[config.mk]
export PLATFORM = sky130hd
export DESIGN_NAME = fir_coeff_loader
export DESIGN_NICKNAME = d
export VERILOG_FILES = /design/src/rtl/fir_pkg.sv /design/src/rtl/fir_cksum_acc.sv /design/src/rtl/fir_coeff_loader.sv
export SDC_FILE = /design/constraint.sdc
export NUM_CORES = 1
export LEC_CHECK = 0
export BUFFER_PORTS_ARGS = -buffer_cell sky130_fd_sc_hd__buf_2
export CORE_MARGIN = 4
export CORE_UTILIZATION = 45
export DETAILED_ROUTE_END_ITERATION = 12
export SETUP_SLACK_MARGIN = 0.05
export SLEW_MARGIN = 20
export SYNTH_ARGS = -nofsm -noshare
export SYNTH_HDL_FRONTEND = slang
export SYNTH_HIERARCHICAL = 1
export SYNTH_SLANG_ARGS = --single-unit
export TNS_END_PERCENT = 100
[constraint.sdc]
create_clock -name Clk -period 2.3 [get_ports Clk]
set_input_delay 0.115 -clock Clk [delete_from_list [all_inputs] [get_ports Clk]]
set_output_delay 0.115 -clock Clk [all_outputs]
set_load 0.02 [all_outputs]
[src/rtl/fir_pkg.sv]
// ============================================================================
// Module   : fir_pkg
// Brief    : Shared widths and loader state encoding for the FIR block.
// Revision : 1.0 - initial release
// ============================================================================
`default_nettype none

package fir_pkg;

  localparam int DATA_W  = 12;
  localparam int ADDR_W  = 8;
  localparam int CKSUM_W = 16;

  typedef enum logic [1:0] {
    S_IDLE   = 2'd0,
    S_WRITE  = 2'd1,
    S_VERIFY = 2'd2,
    S_FINISH = 2'd3
  } loader_state_t;

endpackage

`default_nettype wire

[src/rtl/fir_cksum_acc.sv]
// ============================================================================
// Module   : fir_cksum_acc
// Brief    : Wrapping checksum accumulator of zero-extended input words.
// Revision : 1.0 - initial release
// ============================================================================
`default_nettype none

module fir_cksum_acc
  import fir_pkg::*;
#(
  parameter int DIN_W = DATA_W
) (
  input  logic               Clk,
  input  logic               Hlt,
  input  logic               clr,
  input  logic               en,
  input  logic [DIN_W-1:0]   din,
  output logic [CKSUM_W-1:0] sum
);

  logic [CKSUM_W-1:0] sum_q;
  logic [CKSUM_W-1:0] sum_d;

  // Clear takes priority so a new load never inherits a stale partial sum.
  always_comb begin
    sum_d = sum_q;
    if (clr) begin
      sum_d = '0;
    end else if (en) begin
      sum_d = sum_q + CKSUM_W'(din);
    end
  end

  always_ff @(posedge Clk) begin
    if (Hlt) begin
      sum_q <= '0;
    end else begin
      sum_q <= sum_d;
    end
  end

  assign sum = sum_q;

endmodule

`default_nettype wire

[src/rtl/fir_coeff_loader.sv]
// ============================================================================
// Module   : fir_coeff_loader
// Brief    : Streams taps into the FIR coefficient memory, then reads them
//            back and compares checksums while holding the filter halted.
// Revision : 1.0 - initial release
// ============================================================================
`default_nettype none

module fir_coeff_loader
  import fir_pkg::*;
#(
  parameter int NUM_TAPS     = 32,
  parameter int DATA_W       = fir_pkg::DATA_W,
  parameter int ADDR_W       = fir_pkg::ADDR_W,
  parameter int READ_LATENCY = 1
) (
  input  logic              Clk,
  input  logic              Hlt,
  input  logic              start,
  input  logic              coef_valid,
  input  logic [DATA_W-1:0] coef_data,
  output logic              coef_ready,
  output logic [ADDR_W-1:0] write_address,
  output logic [DATA_W-1:0] write_value,
  output logic              load,
  output logic [ADDR_W-1:0] read_address,
  input  logic [DATA_W-1:0] read_value,
  output logic              fir_hlt,
  output logic              busy,
  output logic              done,
  output logic              error
);

  localparam logic [ADDR_W-1:0] LAST_IDX = ADDR_W'(NUM_TAPS - 1);
  localparam int                SR_W     = READ_LATENCY + 1;

  loader_state_t state_q, state_d;

  logic [ADDR_W-1:0]  wr_idx_q, wr_idx_d;
  logic [ADDR_W-1:0]  rd_idx_q, rd_idx_d;
  logic [ADDR_W-1:0]  cap_cnt_q, cap_cnt_d;
  logic [ADDR_W-1:0]  write_address_q, write_address_d;
  logic [DATA_W-1:0]  write_value_q, write_value_d;
  logic [ADDR_W-1:0]  read_address_q, read_address_d;
  logic               load_q, load_d;
  logic               error_q, error_d;
  logic               issue_done_q, issue_done_d;
  logic [SR_W-1:0]    cap_sr_q, cap_sr_d;
  logic               addr_vld;
  logic               handshake;
  logic               capture;
  logic               sums_clr;
  logic [CKSUM_W-1:0] wr_sum;
  logic [CKSUM_W-1:0] rd_sum;

  assign handshake = coef_valid && coef_ready;
  // Bit 0 marks an address on the bus this cycle; bit READ_LATENCY marks its data.
  assign capture   = cap_sr_q[READ_LATENCY];

  always_comb begin
    state_d         = state_q;
    wr_idx_d        = wr_idx_q;
    rd_idx_d        = rd_idx_q;
    cap_cnt_d       = cap_cnt_q;
    write_address_d = write_address_q;
    write_value_d   = write_value_q;
    read_address_d  = read_address_q;
    load_d          = 1'b0;
    error_d         = error_q;
    issue_done_d    = issue_done_q;
    addr_vld        = 1'b0;
    sums_clr        = 1'b0;

    case (state_q)
      S_IDLE: begin
        if (start) begin
          error_d      = 1'b0;
          wr_idx_d     = '0;
          rd_idx_d     = '0;
          cap_cnt_d    = '0;
          issue_done_d = 1'b0;
          sums_clr     = 1'b1;
          state_d      = S_WRITE;
        end
      end

      S_WRITE: begin
        if (handshake) begin
          write_address_d = wr_idx_q;
          write_value_d   = coef_data;
          load_d          = 1'b1;
          wr_idx_d        = wr_idx_q + 1'b1;
          if (wr_idx_q == LAST_IDX) begin
            state_d = S_VERIFY;
          end
        end
      end

      S_VERIFY: begin
        if (!issue_done_q) begin
          read_address_d = rd_idx_q;
          addr_vld       = 1'b1;
          if (rd_idx_q == LAST_IDX) begin
            issue_done_d = 1'b1;
          end else begin
            rd_idx_d = rd_idx_q + 1'b1;
          end
        end
        if (capture) begin
          cap_cnt_d = cap_cnt_q + 1'b1;
          if (cap_cnt_q == LAST_IDX) begin
            state_d = S_FINISH;
          end
        end
      end

      S_FINISH: begin
        error_d = (wr_sum != rd_sum);
        state_d = S_IDLE;
      end

      default: state_d = S_IDLE;
    endcase

    cap_sr_d = SR_W'({cap_sr_q, addr_vld});
  end

  always_ff @(posedge Clk) begin
    if (Hlt) begin
      state_q         <= S_IDLE;
      wr_idx_q        <= '0;
      rd_idx_q        <= '0;
      cap_cnt_q       <= '0;
      write_address_q <= '0;
      write_value_q   <= '0;
      read_address_q  <= '0;
      load_q          <= 1'b0;
      error_q         <= 1'b0;
      issue_done_q    <= 1'b0;
      cap_sr_q        <= '0;
    end else begin
      state_q         <= state_d;
      wr_idx_q        <= wr_idx_d;
      rd_idx_q        <= rd_idx_d;
      cap_cnt_q       <= cap_cnt_d;
      write_address_q <= write_address_d;
      write_value_q   <= write_value_d;
      read_address_q  <= read_address_d;
      load_q          <= load_d;
      error_q         <= error_d;
      issue_done_q    <= issue_done_d;
      cap_sr_q        <= cap_sr_d;
    end
  end

  fir_cksum_acc #(
    .DIN_W (DATA_W)
  ) u_wr_sum (
    .Clk (Clk),
    .Hlt (Hlt),
    .clr (sums_clr),
    .en  (handshake),
    .din (coef_data),
    .sum (wr_sum)
  );

  fir_cksum_acc #(
    .DIN_W (DATA_W)
  ) u_rd_sum (
    .Clk (Clk),
    .Hlt (Hlt),
    .clr (sums_clr),
    .en  (capture),
    .din (read_value),
    .sum (rd_sum)
  );

  assign coef_ready    = (state_q == S_WRITE);
  assign busy          = (state_q != S_IDLE);
  assign fir_hlt       = (state_q != S_IDLE);
  assign done          = (state_q == S_FINISH);
  assign write_address = write_address_q;
  assign write_value   = write_value_q;
  assign read_address  = read_address_q;
  assign load          = load_q;
  assign error         = error_q;

endmodule

`default_nettype wire

==> results of run 1 <==
through the flow:
stage	setup WS, ns	utilization (%)	cells
global route	0.0535	52.5	828
CTS	0.0653	52.1	828
global placement	0.0628	49.3	812
detailed placement	0.00381	49.3	812
finish	0.170	52.5	828
floorplan	0.180	-	627
worst register-to-register path: cells and delay by family (launching register included):
family / cells / cell delay, ns
AO/OA/AOI/OAI: 3 / 0.49
adder cells (fa/ha/maj): 2 / 0.58
flip-flops: 1 / 0.34
multiplexers: 1 / 0.34
AND/OR/NAND/NOR: 2 / 0.33
placed cells by master (no fill, tap or decap), types with 5 or more instances in the layout:
cell type | synthesis | final
a211oi_1 | 7 | 7
dfxtp_1 | 91 | 91
buf_4 | 7 | 10
a21oi_1 | 60 | 57
nor4_1 | 8 | 8
nor2_1 | 56 | 56
or3_1 | 6 | 6
a31oi_1 | 8 | 6
nor3b_1 | 7 | 7
xnor2_1 | 36 | 36
ha_1 | 31 | 27
nand2b_1 | 7 | 7
nand3_1 | 21 | 21
o21ai_0 | 20 | 20
nand2_1 | 88 | 88
clkbuf_16 | 0 | 9
a21o_1 | 9 | 9
mux2i_1 | 13 | 13
nor3_1 | 10 | 10
nor2b_1 | 8 | 7
inv_1 | 14 | 14
a21oi_2 | 2 | 5
buf_2 | 2 | 61
o211ai_1 | 7 | 7
nand4_1 | 14 | 14
worst paths after layout:
kind	end	slack [ns]	from	cells past startpoint
worst min-delay path	write_value[5]	0.02	coef_data[5]	3
worst min register to register	cap_sr_q[1]	0.45	cap_sr_q[0]	1
worst max-delay path	u_wr_sum/sum[8]	0.17	u_wr_sum/sum[0]	8
worst max register to register	u_wr_sum/sum[8]	0.17	u_wr_sum/sum[0]	8
power by group:
part           switching, uW  internal, uW  leakage [uW]  total [uW]
Clock                    646           955      0.000157        1600
Combinational            944           525       0.00140        1470
Sequential              90.0          1670      0.000735        1760
what timing repair did:
item,CTS,global route
hold endpoints to repair,0,0
hold buffers,0,0
buffers inserted,0,0
setup endpoints to repair,3,7
resized for setup,3,14
cloned,0,0
pin swaps,0,3
cells by family after synthesis:
logic type      share of synthesized area (%)
xor+xnor                                 6.70
simple gates                             23.1
compound gates                           19.8
buf+inv                                  4.21
mux                                      3.18
flops                                    34.8
fa+ha+maj                                8.18
sequential cells by signal, indices dropped and copies added, names as in the netlist:
name	flops
issue_done_q	1
cap_sr_q	2
wr_idx_q	8
write_address	8
u_rd_sum/sum	16
rd_idx_q	8
write_value	12
error	1
load	1
state_q	2
read_address	8
u_wr_sum/sum	16
cap_cnt_q	8
routing by layer:
layer / GRT usage [%] / vias to the layer above
met5: 0 / -
met4: 8.82 / 0
met3: 2.66 / 20
met2: 28.1 / 103
met1: 26.5 / 2105
li1: - / 2359
area by class of cell:
cell class	count	area, um^2
well taps	143	179
clock buffers	10	229
inverters	14	52.6
clock inverters	6	87.6
multi-input cells	493	3250
repair buffers	71	380
fillers	1118	5420
flip-flops and latches	91	1820
==> summary.md, run 1 <==
| Metric | Value |
|---|---|
| WL/cell | `around 15 um` |
| GRT Overall Usage | `about a fifth` |
| Setup crit start kind | `flop` |
| Inserted Clock Buffers | `9` |
| First-pass GRT wire length | `20200 um` |
| DR pass1 iterations | `5` |
| Commonest cells in the netlist | `dfxtp_1 (91), nand2_1 (88), a21oi_1 (60)` |
| GR Overflow Total | `0` |
| Synthesis-to-finish area growth | `14.7%` |
| Die area | `13400 um^2` |
| Antenna Nets Post-Route | `0` |
| Max-slew violation count | `0` |
| Power per cell area | `806 nW/um^2` |
| Top Metal Used | `met4` |
| Dominant cell type by area after synthesis | `dfxtp_1` |
| Share of the yosys chip area belonging to registers | `about a third` |
| DP Area | `5630 um^2` |
| Max-cap viol count | `0` |
| Met3 WL | `about 540 um` |
| Maximum vdd drop | `0.000400 V` |
| Share of the synthesized area in the top cell type | `34.8%` |
| RSZ-0062 raised after global routing | `true` |
| Critical path's top delay family | `adder cells` |
| Unique masters post-synth | `66` |
| Final period util | `92.6%` |
| Tmin final | `2.13 ns` |
| GPL Wtd Cong | `between 0.8 and 0.9` |
| CTS sink count | `91` |
| Fin nets | `741` |
| Met2 Wirelength | `approximately 5400 um` |
| CP max-delay cell | `fa_2` |
| Leak Pwr | `0.00229 uW` |
| Endpoints failing hold | `0` |
| Crit-path cells | `ha_2, fa_2, a21oi_2, nor2_1, or2_4, a31oi_1, mux2_1, a21oi_1` |
| Avg Cell Area, Syn | `8.35 um^2` |
| Chip height | `116 um` |
| Wirelength, routed | `about 12000 um` |
| Clk buf depth | `2` |
| Post-synth EDFFs | `0` |
| Largest cells by area after synthesis | `dfxtp_1 (35%), ha_1 (7.4%), nand2_1 (6.3%), xnor2_1 (6.0%), a21oi_1 (5.7%)` |
| Critical Path RT | `2.58 ns` |
| Share of cells above drive strength 1 | `17.5%` |
| Synth Flop Type | `dfxtp_1` |
| Pin count of the biggest net entering global routing | `32` |
| Initial antenna violation count | `0` |
| Fmax | `469 MHz` |
| Outcome | `finished, final reports clean` |
| Core Rows | `39` |
| Hold_ws | `0.0209 ns` |
| Vias post-DR | `roughly 4600` |
| Core area | `11400 um^2` |
| Worst Max-Slew Pin Slew | `0.585 ns` |
| Worst Path Arrival | `2.41 ns` |
| DRC Markers | `0` |
| Critical path endpoint category | `flop` |
| Crit Path Class | `flop to flop` |
| H-Tree Depth | `3` |
| Worst-path fanout max | `3` |
| Most frequent cell after synthesis | `dfxtp_1` |
| Mapped Nets | `688` |
| Clock-pin slew on the worst setup and hold paths | `0.06 ns` |
| Yosys warns | `6` |
| Clock Latency Late Sink | `0.35 ns` |
| Number of port buffers | `61` |
| Number of global-route vias before repair | `4223` |
| Worst path bufs/invs | `0` |
| Dpl hpwl | `9030 um` |
| Post-synth ARST share | `0%` |
| Worst hold path class | `input pin to flop` |
| Seq cells post-synth | `91` |
| Starting density of the core | `45.8%` |
| Slew HR | `59.9%` |
| CTS tree | `yes` |
| Design area | `6000 um^2` |
| N_diodes | `0` |
| Die Span X | `116 um` |
| Mapped Cells | `627` |
| Post-Synthesis Cell Area | `5230 um^2` |
| Clock Skew | `between 0.01 and 0.015 ns` |
| Finish-stage setup viols | `0` |
| Ports | `62` |
| Setup tns final | `0 ns` |
| Power after layout | `4830 uW` |
| Via density | `between 5 and 6` |
| Critical Path Max Stage Delay | `0.37 ns` |
| DRT iter0 DRCs | `between 200 and 300` |
| Met1 WL | `slightly above 6000 um` |
| Root buffer cell | `clkbuf_16` |
Power figures use the tool's default switching activity.
==> run 2, diff against run 1 <==
BUFFER_PORTS_ARGS = unset   (was -buffer_cell sky130_fd_sc_hd__buf_2)
DONT_BUFFER_PORTS = 1   (was unset)
==> summary.md, run 2 (synthesized netlist as in run 1, its figures left out) <==
| Metric | Value |
|---|---|
| R2R depth | `8 (unchanged)` |
| Slew HR | `61.2% (was 59.9%)` |
| Critical path endpoint category | `flop (unchanged)` |
| Initial antenna violation count | `0 (unchanged)` |
| Crit Path Class | `flop to flop (unchanged)` |
| RSZ-0062 raised after global routing | `false (was true)` |
| Tmin final | `2.15 ns (was 2.13 ns)` |
| Critical Path RT | `2.58 ns (about the same)` |
| Synthesis-to-finish area growth | `12.7% (was 14.7%)` |
| WL/cell | `15.8 um (was 14.8 um)` |
| Fillcell total | `1055 (was 1118)` |
| Core Rows | `39 (unchanged)` |
| Starting density of the core | `45.8% (unchanged)` |
| Worst r2r src | `u_rd_sum/sum[0] (was u_wr_sum/sum[0])` |
| Clock-pin slew on the worst setup and hold paths | `0.06 ns (about the same)` |
| Number of global-route vias before repair | `4209 (was 4223)` |
| CTS tree | `yes (unchanged)` |
| DRT iter0 DRCs | `302 (was 262)` |
| Worst-path fanout max | `3 (unchanged)` |
| Worst Path Arrival | `2.43 ns (was 2.41 ns)` |
| Clock Latency Late Sink | `0.34 ns (was 0.35 ns)` |
| Core area | `11400 um^2 (unchanged)` |
| First-pass GRT wire length | `20600 um (was 20200 um)` |
| Root buffer cell | `clkbuf_16 (unchanged)` |
| Max-slew violation count | `0 (unchanged)` |
| Crit path capture | `u_rd_sum/sum[8] (was u_wr_sum/sum[8])` |
| CTS sink count | `91 (unchanged)` |
| FF-to-FF End | `u_rd_sum/sum[8] (was u_wr_sum/sum[8])` |
| FF-to-FF setup slack | `0.15 ns (was 0.17 ns)` |
| Die Span X | `116 um (unchanged)` |
| Vias post-DR | `4479 (was 4587)` |
| GRT Overall Usage | `18.7% (about the same)` |
| Pin count of the biggest net entering global routing | `49 (was 32)` |
| Max-cap viol count | `0 (unchanged)` |
| Most frequent cells in the layout | `dfxtp_1 (91), nand2_1 (88), a21oi_1 (57) (was dfxtp_1 (91), nand2_1 (88), buf_2 (61))` |
| Fmax | `464 MHz (was 469 MHz)` |
| Inserted Clock Buffers | `9 (unchanged)` |
| Worst hold path class | `input pin to flop (unchanged)` |
| H-Tree Depth | `3 (unchanged)` |
| Ports | `62 (unchanged)` |
| Clock Skew | `0.00699 ns (was 0.0105 ns)` |
| DRC Markers | `0 (unchanged)` |
| Maximum vdd drop | `0.000518 V (was 0.000400 V)` |
| GR Overflow Total | `0 (unchanged)` |
| Non-filler cells, final | `782 (was 828)` |
| Commonest non-fill, non-tap cell in the layout | `dfxtp_1 (unchanged)` |
| Fin nets | `695 (was 741)` |
| Dpl hpwl | `8840 um (was 9030 um)` |
| Setup crit start kind | `flop (unchanged)` |
| Finish-stage setup viols | `0 (unchanged)` |
| GPL Wtd Cong | `0.862 (was 0.870)` |
| Clk buf depth | `2 (unchanged)` |
| Die area | `13400 um^2 (unchanged)` |
| N_diodes | `0 (unchanged)` |
| Wirelength, routed | `12300 um (about the same)` |
| Share of cells above drive strength 1 | `9.08% (was 17.5%)` |
| Power per cell area | `843 nW/um^2 (was 806 nW/um^2)` |
| Post-Place Cells | `751 (was 812)` |
| Number of port buffers | `0 (was 61)` |
| DR pass1 iterations | `5 (unchanged)` |
| Antenna Nets Post-Route | `0 (unchanged)` |
| Critical path startpoint | `u_rd_sum/sum[0] (was u_wr_sum/sum[0])` |
| Final period util | `93.7% (was 92.6%)` |
| Outcome | `finished, final reports clean (unchanged)` |
| Chip height | `116 um (unchanged)` |
| Setup tns final | `0 ns (unchanged)` |
| Worst Max-Slew Pin Slew | `0.565 ns (was 0.585 ns)` |
| Endpoints failing hold | `0 (unchanged)` |
| Via density | `5.73 (was 5.54)` |
| Leak Pwr | `0.00209 uW (was 0.00229 uW)` |
[run 2: what timing repair did]
action | 4_1_cts | 5_1_grt
setup endpoints to repair | 3 | 16
setup buffers | 0 | 1
hold endpoints to repair | 48 | 0
hold buffers | 14 | 0
resized for setup | 3 | 12
pin swaps | 0 | 5
[run 2: power by group]
part	switching [uW]	total [uW]	internal (uW)	leakage, uW
Clock	620	1800	1180	0.000177
Sequential	136	1810	1670	0.000735
Combinational	876	1370	495	0.00118
Total	1630	4980	3340	0.00209
[run 2: worst max-delay path, stage by stage, from the launching register on]
cell	delay, ns
dfxtp_1	0.32
ha_2	0.21
fa_2	0.41
a21oi_2	0.15
nor2_1	0.07
or2_1	0.28
a31oi_1	0.19
mux2_1	0.35
a21oi_2	0.11
[run 2: how the worst min path moves through the flow]
stage	to	startpoint	depth (start not counted)	slack, ns
after global routing	state_q[1]	Hlt	2	0.03
after global placement	rd_idx_q[6]	Hlt	1	0.19
final	state_q[1]	Hlt	2	0.03
after floorplan	write_value[0]	coef_data[0]	2	0.25
after CTS	state_q[1]	Hlt	2	0.02
after detailed placement	rd_idx_q[1]	Hlt	1	0.19
[run 2: through the flow]
step	total power, uW	util, %	hold slack [ns]	instance area (um^2)	worst slack [ns]
floorplan	2890	-	0.251	5240	0.180
global placement	3110	46.6	0.189	5320	0.0865
detailed placement	3140	46.6	0.192	5320	0.0136
CTS	5010	51.2	0.0172	5840	0.0693
global route	5260	51.7	0.0328	5900	0.0358
finish	4980	51.7	0.0292	5900	0.146
[run 2: area by class of cell]
class                      instances  area, um^2  share of cell area (%)
multi-input combinational        493        3250                    55.0
sequential                        91        1820                    30.9
timing repair buffer              25         233                    3.94
clock buffer                      10         229                    3.88
tap                              143         179                    3.03
clock inverter                     6         138                    2.33
inverter                          14        52.6                   0.891
[run 2: per-layer routing]
layer | vias up | share of wire (%) | wire, um | GRT usage (%)
met5 | - | 0 | 0 | 0
met4 | 0 | 1.6 | 196 | 6.26
met3 | 17 | 5.3 | 658 | 3.08
met2 | 117 | 44 | 5390 | 28.4
met1 | 2089 | 49 | 6090 | 26.8
li1 | 2256 | - | - | -
